### config.mk
export PLATFORM = sky130hd
export DESIGN_NAME = phase_pwm_monitor
export DESIGN_NICKNAME = d
export VERILOG_FILES = /design/src/rtl/phase_pwm_pkg.sv /design/src/rtl/pwm_sync_edge.sv /design/src/rtl/phase_pwm_monitor.sv
export SDC_FILE = /design/constraint.sdc
export NUM_CORES = 1
export LEC_CHECK = 0
export ABC_CLOCK_PERIOD_IN_PS = 3600
export BUFFER_PORTS_ARGS = -buffer_cell sky130_fd_sc_hd__buf_2
export CORE_MARGIN = 4
export CORE_UTILIZATION = 50
export DETAILED_ROUTE_END_ITERATION = 16
export PLACE_DENSITY = 0.83
export SETUP_SLACK_MARGIN = 0.05
export SYNTH_ARGS = -nofsm -noshare
export SYNTH_HDL_FRONTEND = slang
export SYNTH_SLANG_ARGS = --single-unit
### constraint.sdc
create_clock -name clk -period 3.6 [get_ports clk]
set_input_delay 0.36 -clock clk [delete_from_list [all_inputs] [get_ports clk]]
set_output_delay 0.36 -clock clk [all_outputs]
set_load 0.01 [all_outputs]
### src/rtl/phase_pwm_pkg.sv
// Shared definitions for the phase PWM generator/monitor pair.
//   PWM_CNT_WIDTH      default width of period/high-time counters
//   PWM_TIMEOUT        default clk ticks without a high-side rise before stuck
//   PWM_MIN_DEAD_TIME  default dead-time fault threshold in clk ticks
//   pwm_mon_state_e    monitor FSM states
package phase_pwm_pkg;

  localparam int PWM_CNT_WIDTH     = 12;
  localparam int PWM_TIMEOUT       = 2048;
  localparam int PWM_MIN_DEAD_TIME = 2;

  typedef enum logic [1:0] {
    ST_IDLE  = 2'd0,
    ST_HIGH  = 2'd1,
    ST_LOW   = 2'd2,
    ST_STUCK = 2'd3
  } pwm_mon_state_e;

endpackage

### src/rtl/pwm_sync_edge.sv
// Two-flop synchronizer with edge decode for one asynchronous gate line.
// Ports:
//   clk, rst_n  system clock, asynchronous active-low reset
//   async_in    raw gate signal, asynchronous to clk
//   level       synchronized level
//   rise, fall  one-cycle pulses on synchronized edges
// The pulses are decoded purely from flop outputs (never from the first,
// possibly metastable stage), so they are clean one-cycle strobes.
module pwm_sync_edge (
  input  logic clk,
  input  logic rst_n,
  input  logic async_in,
  output logic level,
  output logic rise,
  output logic fall
);

  logic [2:0] sh_q;

  always_ff @(posedge clk or negedge rst_n) begin
    if (!rst_n) sh_q <= '0;
    else        sh_q <= {sh_q[1:0], async_in};
  end

  assign level = sh_q[1];
  assign rise  = sh_q[1] & ~sh_q[2];
  assign fall  = ~sh_q[1] & sh_q[2];

endmodule

### src/rtl/phase_pwm_monitor.sv
// Receive-side monitor for one phase's high/low gate pair: measures period
// and high-side on-time, flags stuck PWM and shoot-through, and optionally
// tracks dead time.
// Optional feature: define PHASE_PWM_MON_DEADTIME_EN to build the dead-time
// measurement; otherwise dead_time_min is tied all ones and dead_fault to 0.
// Ports:
//   clk, rst_n      system clock, asynchronous active-low reset
//   enable          1 = measure; 0 = FSM held in IDLE, results hold
//   pwm_high_in     high-side gate, async
//   pwm_low_in      low-side gate, async
//   fault_clear     pulse, clears sticky fault flags
//   period          last period, ticks rising-to-rising
//   high_time       last high-side on-time, ticks
//   meas_valid      one-cycle strobe when period/high_time update
//   stuck           high while the high side has shown no rise for TIMEOUT
//   stuck_level     synced high-side level when stuck was set
//   shoot_through   sticky, both synced lines high on one cycle
//   dead_time_min   smallest dead time since clear
//   dead_fault      sticky, a dead time below MIN_DEAD_TIME was seen
//
// state | meaning
// IDLE  | disabled or waiting for the first high-side rise
// HIGH  | high side on, period and high-time counters running
// LOW   | high side off, high-time frozen, period counter running
// STUCK | no high-side rise for TIMEOUT ticks
module phase_pwm_monitor
  import phase_pwm_pkg::*;
#(
  parameter int CNT_WIDTH     = PWM_CNT_WIDTH,
  parameter int TIMEOUT       = PWM_TIMEOUT,
  parameter int MIN_DEAD_TIME = PWM_MIN_DEAD_TIME
) (
  input  logic                 clk,
  input  logic                 rst_n,
  input  logic                 enable,
  input  logic                 pwm_high_in,
  input  logic                 pwm_low_in,
  input  logic                 fault_clear,
  output logic [CNT_WIDTH-1:0] period,
  output logic [CNT_WIDTH-1:0] high_time,
  output logic                 meas_valid,
  output logic                 stuck,
  output logic                 stuck_level,
  output logic                 shoot_through,
  output logic [CNT_WIDTH-1:0] dead_time_min,
  output logic                 dead_fault
);

  localparam logic [CNT_WIDTH-1:0] ONE    = CNT_WIDTH'(1);
  localparam logic [CNT_WIDTH-1:0] TO_CNT = CNT_WIDTH'(TIMEOUT);

  if (TIMEOUT >= (1 << CNT_WIDTH) || MIN_DEAD_TIME > TIMEOUT) begin : g_param_check
    $error("phase_pwm_monitor: need TIMEOUT < 2**CNT_WIDTH and MIN_DEAD_TIME <= TIMEOUT");
  end

  logic hi_lvl, hi_rise, hi_fall;
  logic lo_lvl, lo_rise, lo_fall;

  pwm_sync_edge u_sync_hi (
    .clk      (clk),
    .rst_n    (rst_n),
    .async_in (pwm_high_in),
    .level    (hi_lvl),
    .rise     (hi_rise),
    .fall     (hi_fall)
  );

  pwm_sync_edge u_sync_lo (
    .clk      (clk),
    .rst_n    (rst_n),
    .async_in (pwm_low_in),
    .level    (lo_lvl),
    .rise     (lo_rise),
    .fall     (lo_fall)
  );

  pwm_mon_state_e       state_q, state_d;
  logic [CNT_WIDTH-1:0] cnt_q, cnt_d, hcnt_q, hcnt_d;
  logic [CNT_WIDTH-1:0] period_q, period_d, high_q, high_d;
  logic                 mv_q, mv_d, stuck_q, stuck_d, stuck_lvl_q, stuck_lvl_d;
  logic                 shoot_q;
  logic [CNT_WIDTH-1:0] cnt_inc, hcnt_inc;

  assign cnt_inc  = (&cnt_q)  ? cnt_q  : cnt_q + ONE;
  assign hcnt_inc = (&hcnt_q) ? hcnt_q : hcnt_q + ONE;

  // cnt restarts at 0 on a rise and period is cnt+1; hcnt restarts at 1 so
  // the rise cycle itself is part of the on-time.
  always_comb begin
    state_d     = state_q;
    cnt_d       = cnt_inc;
    hcnt_d      = hcnt_q;
    period_d    = period_q;
    high_d      = high_q;
    mv_d        = 1'b0;
    stuck_d     = stuck_q;
    stuck_lvl_d = stuck_lvl_q;
    if (!enable) begin
      state_d = ST_IDLE;
      cnt_d   = '0;
      hcnt_d  = '0;
    end else if (state_q != ST_STUCK && cnt_q >= TO_CNT) begin
      // Timeout wins over a coincident rise: that period exceeded TIMEOUT.
      state_d     = ST_STUCK;
      stuck_d     = 1'b1;
      stuck_lvl_d = hi_lvl;
      period_d    = '0;
      high_d      = {CNT_WIDTH{hi_lvl}};
      mv_d        = 1'b1;
    end else if (hi_rise) begin
      state_d = ST_HIGH;
      cnt_d   = '0;
      hcnt_d  = ONE;
      stuck_d = 1'b0;
      if (state_q == ST_HIGH || state_q == ST_LOW) begin
        period_d = cnt_q + ONE;
        high_d   = hcnt_q;
        mv_d     = 1'b1;
      end
    end else if (state_q == ST_HIGH) begin
      if (hi_fall) state_d = ST_LOW;
      else         hcnt_d  = hcnt_inc;
    end
  end

  always_ff @(posedge clk or negedge rst_n) begin
    if (!rst_n) begin
      state_q     <= ST_IDLE;
      cnt_q       <= '0;
      hcnt_q      <= '0;
      period_q    <= '0;
      high_q      <= '0;
      mv_q        <= 1'b0;
      stuck_q     <= 1'b0;
      stuck_lvl_q <= 1'b0;
      shoot_q     <= 1'b0;
    end else begin
      state_q     <= state_d;
      cnt_q       <= cnt_d;
      hcnt_q      <= hcnt_d;
      period_q    <= period_d;
      high_q      <= high_d;
      mv_q        <= mv_d;
      stuck_q     <= stuck_d;
      stuck_lvl_q <= stuck_lvl_d;
      // A new overlap on the clear cycle keeps the flag set.
      shoot_q     <= (hi_lvl & lo_lvl) | (shoot_q & ~fault_clear);
    end
  end

  assign period        = period_q;
  assign high_time     = high_q;
  assign meas_valid    = mv_q;
  assign stuck         = stuck_q;
  assign stuck_level   = stuck_lvl_q;
  assign shoot_through = shoot_q;

`ifdef PHASE_PWM_MON_DEADTIME_EN
  localparam logic [CNT_WIDTH-1:0] MIN_DT = CNT_WIDTH'(MIN_DEAD_TIME);

  logic                 gap_q, gap_d, gap_hi_q, gap_hi_d;
  logic [CNT_WIDTH-1:0] dcnt_q, dcnt_d, dmin_q, dmin_d, dmin_base;
  logic                 rec;
  logic [CNT_WIDTH-1:0] rec_val;
  logic                 dfault_q;

  // A gap opens on one side's fall with the other side low and closes on
  // the opposite side's rise; the same side re-rising abandons it.
  always_comb begin
    gap_d    = gap_q;
    gap_hi_d = gap_hi_q;
    dcnt_d   = dcnt_q;
    rec      = 1'b0;
    rec_val  = '0;
    if ((hi_fall && lo_rise) || (lo_fall && hi_rise)) begin
      rec   = 1'b1;
      gap_d = 1'b0;
    end else if (hi_fall && !lo_lvl) begin
      gap_d    = 1'b1;
      gap_hi_d = 1'b1;
      dcnt_d   = ONE;
    end else if (lo_fall && !hi_lvl) begin
      gap_d    = 1'b1;
      gap_hi_d = 1'b0;
      dcnt_d   = ONE;
    end else if (gap_q) begin
      if (gap_hi_q ? lo_rise : hi_rise) begin
        rec     = 1'b1;
        rec_val = dcnt_q;
        gap_d   = 1'b0;
      end else if (hi_rise || lo_rise) begin
        gap_d = 1'b0;
      end else if (!(&dcnt_q)) begin
        dcnt_d = dcnt_q + ONE;
      end
    end
    dmin_base = fault_clear ? '1 : dmin_q;
    dmin_d    = (rec && rec_val < dmin_base) ? rec_val : dmin_base;
  end

  always_ff @(posedge clk or negedge rst_n) begin
    if (!rst_n) begin
      gap_q    <= 1'b0;
      gap_hi_q <= 1'b0;
      dcnt_q   <= '0;
      dmin_q   <= '1;
      dfault_q <= 1'b0;
    end else begin
      gap_q    <= gap_d;
      gap_hi_q <= gap_hi_d;
      dcnt_q   <= dcnt_d;
      dmin_q   <= dmin_d;
      dfault_q <= (rec && rec_val < MIN_DT) | (dfault_q & ~fault_clear);
    end
  end

  assign dead_time_min = dmin_q;
  assign dead_fault    = dfault_q;
`else
  logic unused_lo_edges;
  assign unused_lo_edges = lo_rise ^ lo_fall;
  assign dead_time_min   = '1;
  assign dead_fault      = 1'b0;
`endif

endmodule
After elaboration in Yosys (flattened, before gate mapping)
Cells that the tools add are included.
- multiplexer cells: 27
- eq/ne operators: 9
- bitwise gates (word level): 8
- multipliers: 0
- shift-type cells: 0
- $add $sub $neg: 2
- divide/modulo/power cells: 0
- reduce and logical (&&, ||, !) cells: 11
- order comparisons: 1
- operator list (cell ; count):
    two-way mux 12 bit ; 16
    adder 12 x 1 -> 12 bit (second input constant) ; 2
    AND reduction 12 bit ; 2
    >= comparator 12 bit (second input constant) ; 1
    two-way mux 2 bit ; 5
    != test 4 x 1 -> 1 bit (second input constant) ; 2
    two-way mux 1 bit ; 6
    != test 3 bit (second input constant) ; 2
    AND reduction 2 bit ; 3
    AND 1 bit ; 4
    != test 2 bit (second input constant) ; 2
    AND reduction 4 bit ; 1
    nonzero test 2 bit ; 2
    != test 3 x 1 -> 1 bit (second input constant) ; 1
    NOT 1 bit ; 3
    AND reduction 3 bit ; 1
    == test 2 x 1 -> 1 bit (second input constant) ; 1
    == test 2 bit (second input constant) ; 1
    logical AND 1 bit ; 1
    logical OR 1 bit ; 1
    bitwise OR 1 bit ; 1
- latch bits: 0
- register bits after elaboration: 59
- memories: 0
- input bits: 6
- bits in read-only memories: 0
- bits in writable memories: 0

Longest topological paths before layout
Gate-level depths: netlist (run 1).
- depth after elaboration: 7
- mapped depth: 7
- gate-level depth less buffers: 6

Hierarchy
From an unflattened synthesis (run 1), not the netlist that was laid out.
- cell total of the unflattened synthesis: 290
- area, all modules: 2920.3 µm²
- modules (own cells, without submodules) (module ; seq. area each (µm²) ; area each (µm²) ; times used ; cells an instance):
    phase_pwm_monitor ; 1351.3 ; 2740.1 ; 1 ; 280
    pwm_sync_edge ; 75.1 ; 90.1 ; 2 ; 5

Worst setup path before layout (run 1)
Ideal clock, no wire load.
- kind: reg2reg
- start point: reg hcnt_q[0]
- end point: reg hcnt_q[6]
- clock period less this slack: 1.783 ns
- library setup time: 0.078 ns
- arrival: 1.705 ns
- required time: 3.522 ns
- cell stages (with the launch flop): 7
- path slack: 1.817 ns
- cells stage by stage: dfrtp_1 -> ha_1 -> nand3_1 -> nor3_1 -> a211o_1 -> or4_1 -> a21oi_1
- longest elaborated chain between the ends: 7
- elaborated cells on any way between the ends: 10
- RTL lines (what ; RTL line ; source):
    from (decl) ; phase_pwm_monitor.sv:78 ; logic [CNT_WIDTH-1:0] cnt_q, cnt_d, hcnt_q, hcnt_d;
    from (signal assigned) ; phase_pwm_monitor.sv:140 ; hcnt_q <= hcnt_d;
    adder 12 x 1 -> 12 bit ; phase_pwm_monitor.sv:85 ; assign hcnt_inc = (&hcnt_q) ? hcnt_q : hcnt_q + ONE;
    two-way mux 12 bit ; phase_pwm_monitor.sv:85 ;
    two-way mux 12 bit ; phase_pwm_monitor.sv:121 ; if (hi_fall) state_d = ST_LOW;
    two-way mux 12 bit ; phase_pwm_monitor.sv:120 ; end else if (state_q == ST_HIGH) begin
    two-way mux 12 bit ; phase_pwm_monitor.sv:110 ; end else if (hi_rise) begin
    two-way mux 12 bit ; phase_pwm_monitor.sv:102 ; end else if (state_q != ST_STUCK && cnt_q >= TO_CNT) begin
    two-way mux 12 bit ; phase_pwm_monitor.sv:98 ; if (!enable) begin
Several ways; a longest one is shown, not always the timed one. The select of a mux whose other input is x is not followed.
A chain may end at the register's enable or synchronous reset.

Worst setup path after layout (run 1)
Same ends and word-level chain as after synthesis.

==> results of run 1 <==
[power by group through the flow]
stage,combinational (µW),clock [µW],sequential (µW)
after global routing,142,552,724
final,127,503,720
after global placement,124,0,731
after CTS,129,524,720
after detailed placement,127,0,732
after floorplan,71.8,0,740
[cells in the mapped netlist (2+ instances only)]
cell      count
dfrtp_1      59
xor2_1       10
inv_1         9
a221o_1      13
nor2_1       20
a21oi_1      16
o31ai_1       2
nand2_1      30
buf_4        13
conb_1        2
xnor2_1       5
ha_1          5
or4_1         3
nand4_1       5
nand2b_1      2
nand3_1      10
o21ai_0      19
or3_1         3
a211oi_1      2
nand4b_1      2
clkbuf_1      9
nor3_1        5
[cell type report]
cell class | count | area share [%]
Inverter | 9 | 1.12
Timing Repair Buffer | 37 | 6.46
Multi-Input combinational cell | 179 | 35.1
Clock buffer | 10 | 4.55
Tap cell | 70 | 2.90
Clock inverter | 5 | 0.994
Sequential cell | 59 | 48.9
[final timing paths]
kind,start,endpoint,slack [ps]
min reg2reg,u_sync_hi.sh_q[0],u_sync_hi.sh_q[1],350
max in group asynchronous,rst_n,hcnt_q[2],2680
max reg2reg,hcnt_q[0],hcnt_q[6],1500
min in group clk,pwm_high_in,u_sync_hi.sh_q[0],140
min,rst_n,meas_valid,110
max,hcnt_q[0],hcnt_q[6],1500
[cells in the final DEF (no fill, tap or decap), drive strengths merged, types with 10 or more instances in the layout]
cell,instances
dfrtp,59
nand3,10
clkbuf,10
nor2,20
a221o,13
nand2,30
xor2,10
buf,37
a21oi,16
conb,13
o21ai,20
[sequential cells by signal, indices dropped and copies added, names as in the netlist]
signal / count
u_sync_lo.sh_q: 2
hcnt_q: 12
cnt_q: 12
high_time: 12
state_q: 2
stuck: 1
shoot_through: 1
stuck_level: 1
u_sync_hi.sh_q: 3
period: 12
meas_valid: 1
[per-layer routing]
layer	part of all wire, %	wire length [µm]	track usage, %
met5	0	0	0
met1	44	2360	23.6
met4	0.79	42	6.42
met2	49	2610	29.1
met3	6.0	318	5.43
[logic make-up (layout without fill, tap and decap cells)]
family	after synthesis	after routing	synth area share, %
simple gates	87	87	16.0
flops	59	59	55.1
compound gates	58	58	14.2
buf+inv	33	61	6.78
xor+xnor	15	15	4.91
fa+ha+maj	5	5	2.34
other cells	2	13	0.280
mux	1	1	0.374
[stage by stage]
stage / total power (µW) / setup WS (ps)
floorplan: 812 / 1820
global placement: 855 / 1630
detailed placement: 859 / 1550
CTS: 1370 / 1520
global route: 1420 / 1350
finish: 1350 / 1500
==> impl_results.md, run 1 <==
* CTS Buf Count at 9
* Clock Sinks at 59
* Clk_lat worst skew at 330 ps
* Synth top area cells: dfrtp_1, a221o_1, nand2_1, buf_4, o21ai_0
* Input/output buffers at 33
* Fin. max-slew vios at 0
* Hold Path Class: input port to asynchronous set/reset pin
* Peak supply drop at 0.365 mV
* Clock skew after layout at 5.35 ps
* Post-place instance area at 2850 µm²
* Sw frac at 25.5%
* Sequential element share of the synthesized area at 55.1%
* Global-route wire length before repair at 9050 µm
* Critical Path AT at 2340 ps
* CTS resizes at 0
* Post-synth top area share at 55.1%
* Max Clk Rate at 477 MHz
* Longest Clk Path Bufs at 2
* Worst path cell trace: ha_1 -> nand3_1 -> nor3_1 -> a211o_1 -> or4_1 -> a21oi_1
* Worst setup EP type: flop
* WP buf/inv at 0
* CP Depth at 6
* Congestion Overflow GR at 0
* Vias in the first global route at 1924
* # diodes at 0
* Die H at 81.2 µm
* DR WL/cell at 14.4 µm
* Dpl cells at 354
* Psw at 344 µW
* Tmin final at 2100 ps
* Die Area at 6590 µm²
* Seq pwr share at 53.3%
* Logic pwr share at 9.4%
* Pin count of the biggest net entering global routing at 37
* CTS tree: yes
* Worst Hold Slack at 114 ps
* Core area at 5140 µm²
* # fillers at 471
* Final core utilization at 58.8%
* Power share of the clock group at 37.3%
* Drt pass-1 iters at 4
* Final nets at 306
* Vias at 1981
* Setup CP Type: flop to flop
* CTS hold repair buffers at 0
* Final hold vios at 0
* RePlAce Congestion at 0.860
* FF/Latch Area at 1480 µm²
* Post-CTS Setup Inserts at 0
* Synth Warn # at 0
* Startpoint types: flop
* Fin area at 3020 µm²
* Die width at 81.2 µm
* Total Wirelength at 5320 µm
* Multi-input logic area at 1060 µm²
* Starting Density at 52.1%
* Ports at 47
* Post-synthesis cell area at 2680 µm²
* CP delay by family, top: simple AND/OR/NAND/NOR gates
* Reg2Reg Depth at 6
* Status: finished, final reports clean
* RSZ-0062 raised after global routing: false
* GR Util All Layers at 18.2%
* Layout area overhead at 12.9%
* Syn_area_per_cell at 10.3 µm²
* Top_reg_cell synth: dfrtp_1
* Syn Inst Count at 260
* Int Pwr at 1000 µW
* Critical Path RT at 3840 ps
* Initial DRC count at 72
* Standard-cell rows at 26
* TNS Setup at 0 ps
* Routed Antenna Nets at 0
* Layout cells sized above 1 at 18.1%
* Asr flop ratio synth at 100%
* DRC Markers at 0
* Post-detail-place hpwl at 3720 µm
* Max-cap viol count at 0
* Largest area contributor in the netlist: dfrtp_1
* Worst-path clk slew at 60 ps
* Final Non-Filler Cells at 369
* Tcrit/Tclk final at 58.2%
* Critical path fanouts, max at 15
* Drt via density at 5.37
* Post-synth EDFFs at 0
* H-tree Lvls at 3
* Number of synthesized register bits at 59
* CP peak stage delay at 510 ps
* Worst Tran Pin Value at 914 ps
* Pwr dens at 446 nW/µm²
* Slowest cell on the critical path: or4_1
* Initial antenna violation count at 0
* Slew Limit Headroom at 38.8%
* Leak at 0.00145 µW
* Post-synthesis cell type count at 38
* Clock root buffer: clkbuf_8
* Setup violators final at 0
Power figures use the tool's default switching activity.
==> run 2: changes to the inputs <==
--- a/config.mk
+++ b/config.mk
@@ -5,12 +5,12 @@
 export SDC_FILE = /design/constraint.sdc
 export NUM_CORES = 1
 export LEC_CHECK = 0
-export ABC_CLOCK_PERIOD_IN_PS = 3600
+export ABC_CLOCK_PERIOD_IN_PS = 1900
 export BUFFER_PORTS_ARGS = -buffer_cell sky130_fd_sc_hd__buf_2
 export CORE_MARGIN = 4
 export CORE_UTILIZATION = 50
 export DETAILED_ROUTE_END_ITERATION = 16
-export PLACE_DENSITY = 0.83
+export PLACE_DENSITY = 0.85
 export SETUP_SLACK_MARGIN = 0.05
 export SYNTH_ARGS = -nofsm -noshare
 export SYNTH_HDL_FRONTEND = slang
==> constraint.sdc (replaced) <==
create_clock -name clk -period 1.9 [get_ports clk]
set_input_delay 0.19 -clock clk [delete_from_list [all_inputs] [get_ports clk]]
set_output_delay 0.19 -clock clk [all_outputs]
set_load 0.01 [all_outputs]
==> run 2 against run 1 <==
  * Clock skew grew 6.2 ps
  * First-iteration DRC count grew 31%
  * Global-route usage grew 0.73 points
  * Combinational power grew 140%
  * Worst setup slack lost 1500 ps
  * Highest routed layer unchanged
  * Routed wire length grew 12%
  * Clock-buffer cell count grew 5
  * Non-clock buffer count grew 25
  * Clock power grew 110%
  * Critical path depth shrank 1
  * Fmax grew 13%
==> impl_results.md, run 2 (synthesis results as in run 1) <==
* Status: finished, final reports clean
* Setup CP Type: flop to flop
* Clock root buffer: clkbuf_8
* DRC Markers at 0
* Die H at 81.2 µm
* Vias at 2134
* Worst-path clk slew at 60 ps
* Worst Tran Pin Value at 555 ps
* Pwr dens at 818 nW/µm²
* # diodes at 0
* Initial DRC count at 94
* Fin. max-slew vios at 0
* Initial antenna violation count at 0
* Final hold vios at 0
* Longest Clk Path Bufs at 2
* Total power at 2740 µW
* Setup violators final at 0
* Critical path fanouts, max at 5
* H-tree Lvls at 3
* Tmin final at 1860 ps
* Core area at 5140 µm²
* Routed Antenna Nets at 0
* Hold Path Class: input port to flop
* WP buf/inv at 0
* Slew Limit Headroom at 63.0%
* Vias in the first global route at 2021
* Worst path cell trace: nand4_1 -> nor3_2 -> a211o_2 -> or4_4 -> a21oi_2
* Layout area overhead at 25.3%
* CTS Buf Count at 9
* Most frequent cells in the layout: dfrtp_1, buf_2, nand2_1
* RePlAce Congestion at 0.844
* Worst setup EP type: flop
* Commonest non-fill, non-tap cell in the layout: dfrtp_1
* Standard-cell rows at 26
* Final nets at 332
* Drt pass-1 iters at 4
* Max-cap viol count at 0
* TNS Setup at 0 ps
* Post-place instance area at 3020 µm²
* Pin count of the biggest net entering global routing at 38
* GR Util All Layers at 18.9%
* Dpl cells at 374
* Leak at 0.00161 µW
* Starting Density at 52.1%
* Peak supply drop at 0.512 mV
* Final Non-Filler Cells at 396
* Die Area at 6590 µm²
* Slowest cell on the critical path: or4_4
* Final core utilization at 65.3%
* Clk_lat worst skew at 340 ps
* Drt via density at 5.39
* Global-route wire length before repair at 9290 µm
* Clock skew after layout at 11.5 ps
* Die width at 81.2 µm
* Clock Sinks at 59
* Post-detail-place hpwl at 4030 µm
* Fin area at 3360 µm²
* Total Wirelength at 5940 µm
* Startpoint types: flop
* Tcrit/Tclk final at 97.8%
* DR WL/cell at 15.0 µm
* Congestion Overflow GR at 0
* RSZ-0062 raised after global routing: true
* Max Clk Rate at 538 MHz
* CP delay by family, top: simple AND/OR/NAND/NOR gates
* Input/output buffers at 33
* Critical Path RT at 2160 ps
* CP peak stage delay at 490 ps
* Layout cells sized above 1 at 28.8%
* Critical Path AT at 2120 ps
* CTS tree: yes
* Ports at 47
-- run 2: cell types whose count changed in the layout (fill, tap and decap cells not counted), sizes merged --
cell / delta
clkbuf: +5
clkinv: -2
a211o: +1
dlygate4sd3: +3
clkinvlp: -2
buf: +22
-- run 2: path summary, 6_finish.rpt --
check / end / start / depth (start not counted) / slack, ps
setup / recovery: hcnt_q[6] / hcnt_q[5] / 5 / 40
hold / removal: shoot_through / fault_clear / 2 / 40
setup reg to reg: hcnt_q[6] / hcnt_q[5] / 5 / 40
hold reg to reg: u_sync_lo.sh_q[1] / u_sync_lo.sh_q[0] / 0 / 350
max in group asynchronous: state_q[1] / rst_n / 3 / 920
min in group asynchronous: high_time[9] / rst_n / 2 / 380
-- run 2: layout make-up --
class,instances,area (µm²)
Tap cell,70,87.6
Clock inverter,1,5.00
Timing Repair Buffer,62,407
Clock buffer,15,186
Multi-Input combinational cell,180,1160
Inverter,9,33.8
Sequential cell,59,1480
Fill cell,419,1780
-- run 2: stage by stage --
stage	hold slack [ps]	setup WS, ps
after global routing	21.3	1.71
after CTS	24.7	4.34
after detailed placement	210	-25.3
final	37.6	41.1
after global placement	193	20.6
after floorplan	-106	117
-- run 2: repair_timing --
| action | in CTS | in global routing |
|---|---|---|
| endpoints found under the hold margin | 24 | 0 |
| resized for setup | 1 | 22 |
| setup buffers | 0 | 2 |
| hold buffers | 3 | 0 |
| pin swaps | 1 | 2 |
| gates cloned | 0 | 1 |
| endpoints found under the setup margin | 13 | 25 |
-- run 2: metal layers --
metal	wire length (µm)	part of all wire, %	vias to the layer above	track usage [%]
li1	-	-	1015	-
met1	2480	42	1028	22.9
met2	2910	49	74	30.7
met3	370	6.2	17	4.99
met4	177	3.0	0	10.6
met5	0	0	-	0
-- run 2: worst register-to-register path: stages (launching register included) --
cell and delay [ps]:
dfrtp_1 430, nand4_1 250, nor3_2 110, a211o_2 390, or4_4 490, a21oi_2 130
-- run 2: where the power goes --
part,internal [µW],switching (µW)
sequential,1320,36.7
clock,615,462
combinational,134,176
==> run 3: changes to the inputs <==
--- a/config.mk
+++ b/config.mk
@@ -7,10 +7,11 @@
 export LEC_CHECK = 0
 export ABC_CLOCK_PERIOD_IN_PS = 1900
 export BUFFER_PORTS_ARGS = -buffer_cell sky130_fd_sc_hd__buf_2
+export CORE_ASPECT_RATIO = 1.5
 export CORE_MARGIN = 4
-export CORE_UTILIZATION = 50
+export CORE_UTILIZATION = 45
 export DETAILED_ROUTE_END_ITERATION = 16
-export PLACE_DENSITY = 0.85
+export PLACE_DENSITY = 0.79
 export SETUP_SLACK_MARGIN = 0.05
 export SYNTH_ARGS = -nofsm -noshare
 export SYNTH_HDL_FRONTEND = slang
==> run 3 against run 2 <==
  * Critical path depth increased by 1
  * Worst setup slack improved by 43 ps
  * First-iteration DRC count grew 56%
  * Clock skew shrank 1.5 ps
  * Utilization fell by 8.7 points
  * Total power is 0.57% higher
  * Clock-buffer cell count shrank 4
==> impl_results.md, run 3 (synthesis results as in run 1) <==
* TNS Setup at 0 ps
* Peak supply drop at 0.868 mV
* Critical Path RT at 2170 ps
* Die width at 71.0 µm
* Status: finished, final reports clean
* Worst Hold Slack at 27.2 ps
* Setup CP Type: flop to flop
* Int Pwr at 2070 µW
* Final nets at 328
* Psw at 688 µW
* Place WS at 36.2 ps
* Initial DRC count at 147
* DRC Markers at 0
* Setup violators final at 0
* Congestion Overflow GR at 0
* Most frequent cells in the layout: dfrtp_1, buf_2, nand2_1
* Logic pwr share at 10.3%
* Critical path fanouts, max at 7
* Global-route wire length before repair at 9080 µm
* Commonest non-fill, non-tap cell in the layout: dfrtp_1
* Pin count of the biggest net entering global routing at 26
* Routed Antenna Nets at 0
* Layout cells sized above 1 at 26.1%
* Initial antenna violation count at 0
* Power share of the clock group at 40.5%
* Ports at 47
* Fin. max-slew vios at 0
* WHS Path Cells at 2
* Final hold vios at 0
* Post-detail-place hpwl at 4180 µm
* Final worst slack at 84.0 ps
* Hold Path Class: input port to flop
* Clock root buffer: clkbuf_8
* Core area at 5790 µm²
* H-tree Lvls at 3
* Startpoint types: flop
* Pwr dens at 843 nW/µm²
* Critical Path AT at 2080 ps
* CTS Buf Count at 9
* Standard-cell rows at 34
* Die H at 102 µm
* RePlAce Congestion at 0.941
* Drt via density at 5.45
* Drt pass-1 iters at 5
* Starting Density at 46.3%
* Worst-path clk slew at 60 ps
* Leak at 0.00157 µW
* Longest Clk Path Bufs at 2
* Clock Sinks at 59
* Max-cap viol count at 0
* Clk_lat worst skew at 340 ps
* Layout area overhead at 22.2%
* Reg2Reg Depth at 6
* Input/output buffers at 33
* Sw frac at 24.9%
* Seq pwr share at 49.2%
* Total Wirelength at 5630 µm
* RSZ-0062 raised after global routing: false
* Clock skew after layout at 10.1 ps
* DR WL/cell at 14.3 µm
* Tcrit/Tclk final at 95.6%
* Die Area at 7270 µm²
* Worst setup EP type: flop
* Vias at 2146
* Max Clk Rate at 551 MHz
* # diodes at 0
* Vias in the first global route at 2060
* CTS tree: yes
* GR Util All Layers at 16.3%
* Tmin final at 1820 ps
==> run 3: cell types whose count changed in the layout (fill, tap and decap cells not counted), sizes merged <==
cell,change
bufinv,+1
a211o,-1
clkinvlp,+1
clkbuf,-4
buf,-3
clkinv,+2
==> run 3: routing by layer <==
layer  up-vias  routed length [µm]  GRT usage, %
li1       1003                   -             -
met1      1052                2180          17.6
met2        71                2960          27.6
met3        20                 278          2.76
met4         0                 206          13.7
met5         -                   0             0
==> run 3: power by group through the flow <==
stage	Sequential [µW]	Clock, µW	Combinational, µW
4_1_cts	1360	1150	284
6_report	1360	1120	285
2_1_floorplan	1400	0	136
3_3_place_gp	1380	0	269
3_5_place_dp	1380	0	276
5_1_grt	1370	1200	315
==> run 3: area by class of cell <==
cell class | count | area, µm²
multi-input combinational | 179 | 1110
clock inverter | 5 | 52.6
fill | 527 | 2510
timing repair buffer | 59 | 368
sequential | 59 | 1480
inverter | 9 | 33.8
clock buffer | 11 | 141
tap | 72 | 90.1
==> run 3: through the flow <==
step                      total power (µW)  instance area [µm²]  utilization (%)  cells
final                                 2760                 3270             56.6    394
after global routing                  2880                 3270             56.6    394
after CTS                             2790                 3230             55.8    394
after detailed placement              1650                 2990             51.7    374
after global placement                1650                 2990             51.7    374
after floorplan                       1540                 2720                -    271
==> run 3: final timing paths <==
check,from,end,slack [ps]
worst min-delay path,fault_clear,shoot_through,30
max in group asynchronous,rst_n,u_sync_hi.sh_q[0],1080
min in group asynchronous,rst_n,period[0],270
worst min register to register,u_sync_hi.sh_q[0],u_sync_hi.sh_q[1],340
worst max register to register,state_q[0],hcnt_q[6],80
worst max-delay path,state_q[0],hcnt_q[6],80
==> run 3: repair_timing <==
item	4_1_cts	5_1_grt
buffers inserted	1	0
cloned	0	0
hold buffers	3	0
endpoints found under the setup margin	2	5
endpoints found under the hold margin	13	0
resized for setup	1	11
pin swaps	1	2
==> run 3: worst max-delay path: stages (launching register included) <==
cell	delay [ps]
dfrtp_1	400
ha_2	230
nor2b_4	50
and2_4	150
a211o_4	290
or4_4	490
a21oi_2	120
